$ cat src/rtl/between_link_pkg.sv
// between_link_pkg: shared FSM states, CRC-8 constants and error bit indices for the between-link
package between_link_pkg;
  typedef enum logic [2:0] {S_IDLE, S_READ, S_LATCH, S_CRC, S_WAIT_RDY, S_SEND, S_DONE} state_e;
  localparam logic [7:0] CRC8_POLY = 8'h07;
  localparam logic [7:0] CRC8_INIT = 8'h00;
  localparam int ERR_RDY_TO = 0;
  localparam int ERR_CAP_TO = 1;
  function automatic logic [7:0] crc8_step(input logic [7:0] c, input logic b);
    return {c[6:0], 1'b0} ^ ((c[7] ^ b) ? CRC8_POLY : 8'h00);
  endfunction
endpackage

$ cat src/rtl/crc8_serial.sv
// crc8_serial: one-bit-per-cycle CRC-8 (poly 0x07, init 0x00, MSB-first, no reflection)
// ports: clk, reset (async active-low), clr_i (sync clear, wins over en_i),
//        en_i (shift bit_i in this cycle), bit_i (serial data), crc_o (running CRC)
module crc8_serial
  import between_link_pkg::*;
(
  input  logic       clk,
  input  logic       reset,
  input  logic       en_i,
  input  logic       clr_i,
  input  logic       bit_i,
  output logic [7:0] crc_o
);
  always_ff @(posedge clk or negedge reset)
    if (!reset) crc_o <= CRC8_INIT;
    else if (clr_i) crc_o <= CRC8_INIT;
    else if (en_i) crc_o <= crc8_step(crc_o, bit_i);
endmodule

$ cat src/rtl/fifo_to_between.sv
// fifo_to_between: pops bytes from a FIFO, CRCs them serially and hands them over the tsent/trecieve link
// ports: clk, reset (async active-low), enable (freeze when 0), crc_clear (IDLE only),
//        fifo_empty/fifo_data/fifo_re (source FIFO), t0..t7 (byte, t0 = MSB), tsent/trecieve (handshake),
//        CRC (running CRC-8), byte_count (completed bytes, wraps), isFinish (completion pulse),
//        error (sticky: [0] ready timeout, [1] capture timeout)
module fifo_to_between
  import between_link_pkg::*;
#(
  parameter int TIMEOUT = 1024,
  parameter int CNT_W   = 16
) (
  input  logic             clk,
  input  logic             reset,
  input  logic             enable,
  input  logic             crc_clear,
  input  logic             fifo_empty,
  input  logic [7:0]       fifo_data,
  output logic             fifo_re,
  output logic             t0,
  output logic             t1,
  output logic             t2,
  output logic             t3,
  output logic             t4,
  output logic             t5,
  output logic             t6,
  output logic             t7,
  output logic             tsent,
  input  logic             trecieve,
  output logic [7:0]       CRC,
  output logic [CNT_W-1:0] byte_count,
  output logic             isFinish,
  output logic [3:0]       error
);
  localparam int TW = $clog2(TIMEOUT) + 1;
  state_e           state_q, state_d;
  logic [7:0]       byte_q, byte_d;
  logic [2:0]       idx_q, idx_d;
  logic [TW-1:0]    tmr_q, tmr_d;
  logic [CNT_W-1:0] cnt_q, cnt_d;
  logic [1:0]       err_q, err_d;
  logic [1:0]       sync_q;
  logic             re_q, re_d, tsent_q, tsent_d, fin_q, fin_d;
  logic             rdy, tmo;
  assign rdy = sync_q[1];
  assign tmo = tmr_q == TW'(TIMEOUT - 1);
  always_comb begin
    state_d = state_q;
    byte_d  = byte_q;
    idx_d   = idx_q;
    tmr_d   = tmr_q;
    cnt_d   = cnt_q;
    err_d   = err_q;
    tsent_d = tsent_q;
    re_d    = 1'b0;
    fin_d   = 1'b0;
    case (state_q)
      S_IDLE: begin
        tsent_d = 1'b0;
        if (crc_clear) begin
          cnt_d = '0;
          err_d = '0;
        end
        if (!fifo_empty) begin
          state_d = S_READ;
          re_d    = 1'b1;
        end
      end
      S_READ: state_d = S_LATCH;
      S_LATCH: begin
        byte_d  = fifo_data;
        idx_d   = 3'd7;
        state_d = S_CRC;
      end
      S_CRC: begin
        idx_d = idx_q - 3'd1;
        if (idx_q == 3'd0) begin
          state_d = S_WAIT_RDY;
          tmr_d   = '0;
        end
      end
      S_WAIT_RDY:
        if (rdy) begin
          state_d = S_SEND;
          tsent_d = 1'b1;
          tmr_d   = '0;
        end else if (tmo) begin
          state_d           = S_IDLE;
          err_d[ERR_RDY_TO] = 1'b1;
        end else tmr_d = tmr_q + 1'b1;
      S_SEND:
        if (!rdy) begin
          state_d = S_DONE;
          tsent_d = 1'b0;
          fin_d   = 1'b1;
          cnt_d   = cnt_q + 1'b1;
        end else if (tmo) begin
          state_d           = S_IDLE;
          tsent_d           = 1'b0;
          err_d[ERR_CAP_TO] = 1'b1;
        end else tmr_d = tmr_q + 1'b1;
      S_DONE:  state_d = S_IDLE;
      default: state_d = S_IDLE;
    endcase
  end
  // enable gates every register, synchronizer included, so a stall resumes cycle-exact
  always_ff @(posedge clk or negedge reset)
    if (!reset) begin
      state_q <= S_IDLE;
      byte_q  <= '0;
      idx_q   <= '0;
      tmr_q   <= '0;
      cnt_q   <= '0;
      err_q   <= '0;
      sync_q  <= '0;
      re_q    <= 1'b0;
      tsent_q <= 1'b0;
      fin_q   <= 1'b0;
    end else if (enable) begin
      state_q <= state_d;
      byte_q  <= byte_d;
      idx_q   <= idx_d;
      tmr_q   <= tmr_d;
      cnt_q   <= cnt_d;
      err_q   <= err_d;
      sync_q  <= {sync_q[0], trecieve};
      re_q    <= re_d;
      tsent_q <= tsent_d;
      fin_q   <= fin_d;
    end
  crc8_serial u_crc (
    .clk   (clk),
    .reset (reset),
    .en_i  (enable && state_q == S_CRC),
    .clr_i (enable && state_q == S_IDLE && crc_clear),
    .bit_i (byte_q[idx_q]),
    .crc_o (CRC)
  );
  assign {t0, t1, t2, t3, t4, t5, t6, t7} = byte_q;
  assign fifo_re    = re_q;
  assign tsent      = tsent_q;
  assign isFinish   = fin_q;
  assign byte_count = cnt_q;
  assign error      = {2'b00, err_q};
endmodule

$ cat config.mk
export PLATFORM = sky130hd
export DESIGN_NAME = fifo_to_between
export DESIGN_NICKNAME = d
export VERILOG_FILES = /design/src/rtl/between_link_pkg.sv /design/src/rtl/crc8_serial.sv /design/src/rtl/fifo_to_between.sv
export SDC_FILE = /design/constraint.sdc
export NUM_CORES = 1
export LEC_CHECK = 0
export CAP_MARGIN = 15
export CORE_MARGIN = 5
export CORE_UTILIZATION = 44
export CTS_CLUSTER_DIAMETER = 100
export DETAILED_ROUTE_END_ITERATION = 16
export GPL_TIMING_DRIVEN = 0
export PLACE_DENSITY = 0.78
export SYNTH_ARGS = -nofsm -noshare
export SYNTH_HDL_FRONTEND = slang
export SYNTH_SLANG_ARGS = --single-unit
$ cat constraint.sdc
create_clock -name clk -period 3.5 [get_ports clk]
set_input_delay 0.525 -clock clk [delete_from_list [all_inputs] [get_ports clk]]
set_output_delay 0.525 -clock clk [all_outputs]
set_load 0.01 [all_outputs]
## Word-level counts from Yosys, hierarchy flattened

Cells that the tools add are included.

| storage, ports and cells | value |
|---|---|
| bits in registers | 56 |
| output and inout port bits | 39 |
| input bits | 14 |

| operators by class | value |
|---|---|
| order comparisons | 1 |
| equal/unequal tests | 16 |
| bitwise logic cells | 2 |
| reduce and logical (&&, ||, !) cells | 19 |
| add/sub/neg operators | 3 |
| muxes and demuxes | 34 |

Operators with widths:

| kind | count |
|---|---|
| 11-bit 2-to-1 mux | 4 |
| 11-bit case mux with 3 select lines | 1 |
| 16-bit 2-to-1 mux | 2 |
| 16-bit case mux with 2 select lines | 1 |
| 3-bit 2-to-1 mux | 6 |
| 2-bit != test (second input constant) | 9 |
| 3-bit case mux with 6 select lines | 1 |
| 16-bit by 1-bit adder with 16-bit output (second input constant) | 1 |
| 8-bit 2-to-1 mux | 2 |
| 4-bit AND reduction | 3 |
| 11-bit by 1-bit adder with 11-bit output (second input constant) | 1 |
| 11-bit by 10-bit == test with 1-bit output (second input constant) | 1 |
| 1-bit 2-to-1 mux | 11 |
| 5-bit AND reduction | 2 |
| 2-bit nonzero test | 4 |
| 8-bit bitwise XOR | 1 |
| 3-bit by 2-bit == test with 1-bit output (second input constant) | 2 |
| 3-bit == test (second input constant) | 2 |
| 3-bit zero test | 2 |
| 3-bit case mux with 2 select lines | 1 |
| 3-bit nonzero test | 2 |
| 3-bit by 4-bit < comparator with 1-bit output (second input constant) | 1 |
| 1-bit case mux with 2 select lines | 2 |
| 2-bit AND reduction | 2 |
| 9 further kinds | 11 |

## Depth between registers and ports, before layout

| depth | value |
|---|---|
| word-level depth | 7 |
| gate-level depth with buffers | 7 |

## Modules after synthesis

Synthesis repeated with hierarchy kept, for this count alone.

| second synthesis, totals | value |
|---|---|
| cells, all modules | 295 |
| area, all modules | 3,026.7 um^2 |

By module, submodules not included:

| module | area each (um^2) | cells an instance | instances | seq. area each (um^2) |
|---|---|---|---|---|
| fifo_to_between | 2,653.8 | 263 | 1 | 1,201.2 |
| crc8_serial | 372.9 | 32 | 1 | 200.2 |

## Worst setup path before layout

Ideal clock, no wire load.

| timing | value |
|---|---|
| path type | reg-to-reg |
| start | register idx_q[1] |
| end | register tmr_q[3] |
| cell stages (with the launch flop) | 8 |
| setup slack | 1.810 ns |
| path buffers | 1 |
| required time | 3.421 ns |
| arrival time | 1.611 ns |
| path through | dfrtp_1 inv_1 ha_1 nor2b_1 o21ai_1 buf_2 nor4_1 mux2i_1 |

| on the way | value |
|---|---|
| cells in the longest elaborated chain, start to end | 3 |

Ends and longest elaborated chain:

| what | line | text |
|---|---|---|
| start, declared | fifo_to_between.sv:37 | `logic [2:0] idx_q, idx_d;` |
| start signal, assigned | fifo_to_between.sv:121 | `idx_q <= idx_d;` |
| 3-bit zero test | fifo_to_between.sv:76 | `if (idx_q == 3'd0) begin` |
| 2-bit != test (no source line) | -- |  |
| 4-bit AND reduction (no source line) | -- |  |
| end signal, assigned | fifo_to_between.sv:122 | `tmr_q <= tmr_d;` |
| end, declared | fifo_to_between.sv:38 | `logic [TW-1:0] tmr_q, tmr_d;` |

No other way between the ends.
A chain may end at the register's enable or synchronous reset.

## Worst setup path in the final report

| timing | value |
|---|---|
| start | input port enable |
| end | register u_crc.crc_o[2] |

| on the way | value |
|---|---|
| cells in the longest elaborated chain, start to end | 3 |
| elaborated cells on any way between the ends | 5 |
| those cells by class | mux: 1; reduce/logical: 4 |

Ends and longest elaborated chain:

| what | line | text |
|---|---|---|
| start, declared | fifo_to_between.sv:14 | `input logic enable,` |
| 1-bit logical AND (2 in a row) | fifo_to_between.sv:134 | `.clr_i (enable && state_q == S_IDLE && crc_clear),` |
| 8-bit 2-to-1 mux / 2-bit nonzero test (equally long branches) | -- |  |
| end signal, assigned | crc8_serial.sv:17 | `else if (en_i) crc_o <= crc8_step(crc_o, bit_i);` |
| end, declared | crc8_serial.sv:12 | `output logic [7:0] crc_o` |

Parallel ways exist; a longest one is shown, timed or not.

==> qor.csv <==
stage,metric,value,unit
worst_setup_path,worstSetupStartpointType,input pin,
worst_setup_path,regToRegEndpoint,tmr_q[4]$_DFFE_PN0P_,
worst_setup_path,path_depth,7,
detailed_routing,drc,0,
worst_setup_path,slowest_stage,clkdlybuf4s50_1,
worst_setup_path,crit_required,3710,ps
worst_setup_path,cp.buffers_inverters,3,
detailed_routing,num_vias,2549,
logic_synthesis,synth_cell_types,60,
clock_network,clock_path_buffers,2,
logic_synthesis,synth_ff_type,dfrtp_1,
detailed_routing,wl_per_cell,15.1,um
die,core_area,6790,sq um
logic_synthesis,netlist_top_cells_area,"dfrtp_1 (45%), o21ai_0 (4.1%), mux2_2 (3.6%), a22o_1 (3.4%), a21oi_1 (2.9%)",
clock_network,clk_pin_slew,110,ps
detailed_routing,ant_nets,0,
clock_network,numCtsBuffers,5,
global_route,grt_usage,16.4,%
timing,hold_viol,0,
timing,finalCriticalPeriod,2160,ps
timing,finalCritPeriodShare,61.8,%
global_route,grt_pass1_wl,11600,um
timing,setup_tns,0,ps
clock_network,h-tree-depth,2,
global_route,overflow,0,
detailed_routing,routed_wl,6900,um
logic_synthesis,synthArstFlopShare,100,%
worst_setup_path,crit_type,input pin to register,
logic_synthesis,yosys.area.top_type,dfrtp_1,
timing,max_freq,462,MHz
timing,tightest_slew,558,ps
worst_setup_path,worstPathArrival,2380,ps
logic_synthesis,synth_seq_area_share,45.4,%
clock_network,cts_resized,0,
global_route,antenna_found_initial,0,
logic_synthesis,avgSynthCellArea,10.2,sq um
die,start_util,45.4,%
logic_synthesis,yosys_warnings,0,
timing,fin_worst_skew,9.61,ps
clock_network,cts.sinks,56,
worst_setup_path,cp-startpoint,enable,
layout,nNetsFinal,379,
worst_hold_path,min_path_type,input pin to async pin,
layout,final_common_cell,dfrtp_1,
logic_synthesis,ys_seq_elements,56,
logic_synthesis,synth_top_area_share,45.4,%
detailed_routing,firstDrtPassIters,4,
power_and_ir_drop,total_power,2.53,mW
detailed_routing,vias_per_cell,5.57,
clock_network,post-cts-setup-buffers,0,
logic_synthesis,syn_area,3090,sq um
flow_run,max_cap_violations,0,
power_and_ir_drop,power_leakage,1.57,nW
worst_setup_path,r2r_start,idx_q[0]$_DFFE_PN0P_,
layout,fillers,580,
worst_setup_path,slowest_delay,600,ps
place,hpwl,5130,um
status,status,"complete, no violations",
layout,syn2layout_area_growth,23.6,%
global_route,grt_max_degree,38,
place,port-buffer-count,50,
worst_setup_path,end_kind,register,
clock_network,cts_root_buffer,clkbuf_8,
power_and_ir_drop,vdd_drop_max,0.000390,V
logic_synthesis,synth_cells,302,
power_and_ir_drop,p_per_area,664,nW/um^2
global_route,grt_pass1_vias,2395,
timing,drv_slew,0,
layout,final_cell_mix,"dfrtp_1 (56), clkdlybuf4s50_1 (49), o21ai_0 (25), a21oi_1 (18), nand2_1 (17)",
worst_setup_path,r2r_cells,7,
layout,antenna-diode-count,0,
die,pin_count,53,
clock_network,cts_hold_buf,0,
timing,setup-violations-final,0,
clock_network,cts_tree,done,
logic_synthesis,synth_edf_count,0,
worst_setup_path,endpoint,u_crc.crc_o[2]$_DFFE_PN0P_,
worst_setup_path,cp_top_family,buffers and inverters,
die,rows,30,
layout,drive_gt1_share,12.4,%
timing,slew_headroom,62.6,%
clock_network,clock_latency,320,ps
worst_setup_path,timing.critical_path.cells,clkdlybuf4s50_1 -> nor2b_1 -> buf_2 -> and3_1 -> clkbuf_1 -> nor2_2 -> a22o_1,
die,die-width,93.7,um
die,dieArea,8790,sq um
worst_setup_path,cp_max_fo,10,
die,die_y,93.7,um
timing,grt_setup_unrepaired,no,
place,globalplace.congestion,0.816,
worst_setup_path,r2r_slack,1420,ps
detailed_routing,drt_iter0_markers,121,
==> state kept, by name, indices dropped and copies added (netlist names) <==
| name | cells |
|---|---|
| byte_count | 16 |
| state_q | 3 |
| tmr_q | 11 |
| fifo_re | 1 |
| u_crc.crc_o | 8 |
| isFinish | 1 |
| sync_q | 2 |
| err_q | 2 |
| byte_q | 8 |
| idx_q | 3 |
| tsent | 1 |
==> per-stage QoR <==
step / hold slack (ps) / setup slack [ps] / instance area, sq um / util, % / std cells
after floorplan: 229 / 1810 / 3090 / - / 303
after global placement: 486 / 72.4 / 3710 / 54.6 / 449
after detailed placement: 501 / 1020 / 3720 / 54.8 / 450
after CTS: 157 / 1350 / 3810 / 56.2 / 458
after global routing: 171 / 1190 / 3810 / 56.2 / 458
final: 147 / 1340 / 3810 / 56.2 / 458
==> cell families (layout without fill, tap and decap cells) <==
family,count (synthesis),count (layout),share of synthesized area (%)
and+or+nand+nor,98,98,18.9
AOI/OAI and AO/OA,87,87,19.0
DFF,56,56,45.4
buffers and inverters,27,86,4.34
muxes,19,19,7.79
xor gates and xnor gates,10,10,2.84
adders and majority gates,4,4,1.62
other,1,2,0.122
==> area by class of cell <==
cell class              count  area, sq um  area share, %
inverters                   8         30.0          0.787
repair buffers             51          515           13.5
well taps                  96          120           3.15
clock buffers               5         68.8           1.80
multi-input cells         220         1550           40.7
flip-flops and latches     56         1400           36.7
plain buffers              19          104           2.72
clock inverters             3         21.3          0.558
==> synth_stat cells, types with 3 or more instances <==
cell type,number
mux2i_1,6
a22o_1,12
nand3_1,13
o31ai_1,3
o21bai_1,4
nand2b_1,5
or3_1,9
nand2_1,17
buf_2,5
nand4_1,6
and3b_1,3
inv_1,8
ha_1,4
a31oi_1,3
mux2_2,10
clkbuf_1,8
and3_1,7
xor2_1,5
a21oi_1,18
a211o_1,3
o21ai_0,25
xnor2_1,5
nor4_1,4
dfrtp_1,56
nand3b_1,3
nor2_1,12
buf_4,5
and4_1,3
==> how the worst min path moves through the flow <==
stage	start	to	slack (ps)	depth (start not counted)
finish	reset	byte_count[3]$_DFFE_PN0P_	150	1
global route	reset	byte_count[3]$_DFFE_PN0P_	170	1
CTS	reset	byte_count[3]$_DFFE_PN0P_	160	1
detailed placement	sync_q[0]$_DFFE_PN0P_	sync_q[0]$_DFFE_PN0P_	500	1
global placement	sync_q[0]$_DFFE_PN0P_	sync_q[1]$_DFFE_PN0P_	490	1
floorplan	reset	byte_count[0]$_DFFE_PN0P_	230	0
==> report_power, final <==
group          switching [mW]  total [mW]  internal [mW]  leakage (nW)
Sequential              0.170       0.973          0.803         0.728
Combinational           0.585        1.20          0.611         0.798
Clock                   0.222       0.365          0.143        0.0445
Total                   0.977        2.53           1.56          1.57
==> routing by layer <==
layer / up-vias / GRT usage (%) / routed length (um)
met5: - / 0 / 0
met4: 0 / 5.66 / 87
met3: 5 / 2.96 / 313
met2: 62 / 26.7 / 3460
met1: 1237 / 21.9 / 3040
li1: 1245 / - / -
Note: power is estimated with default switching activity, not from simulation.
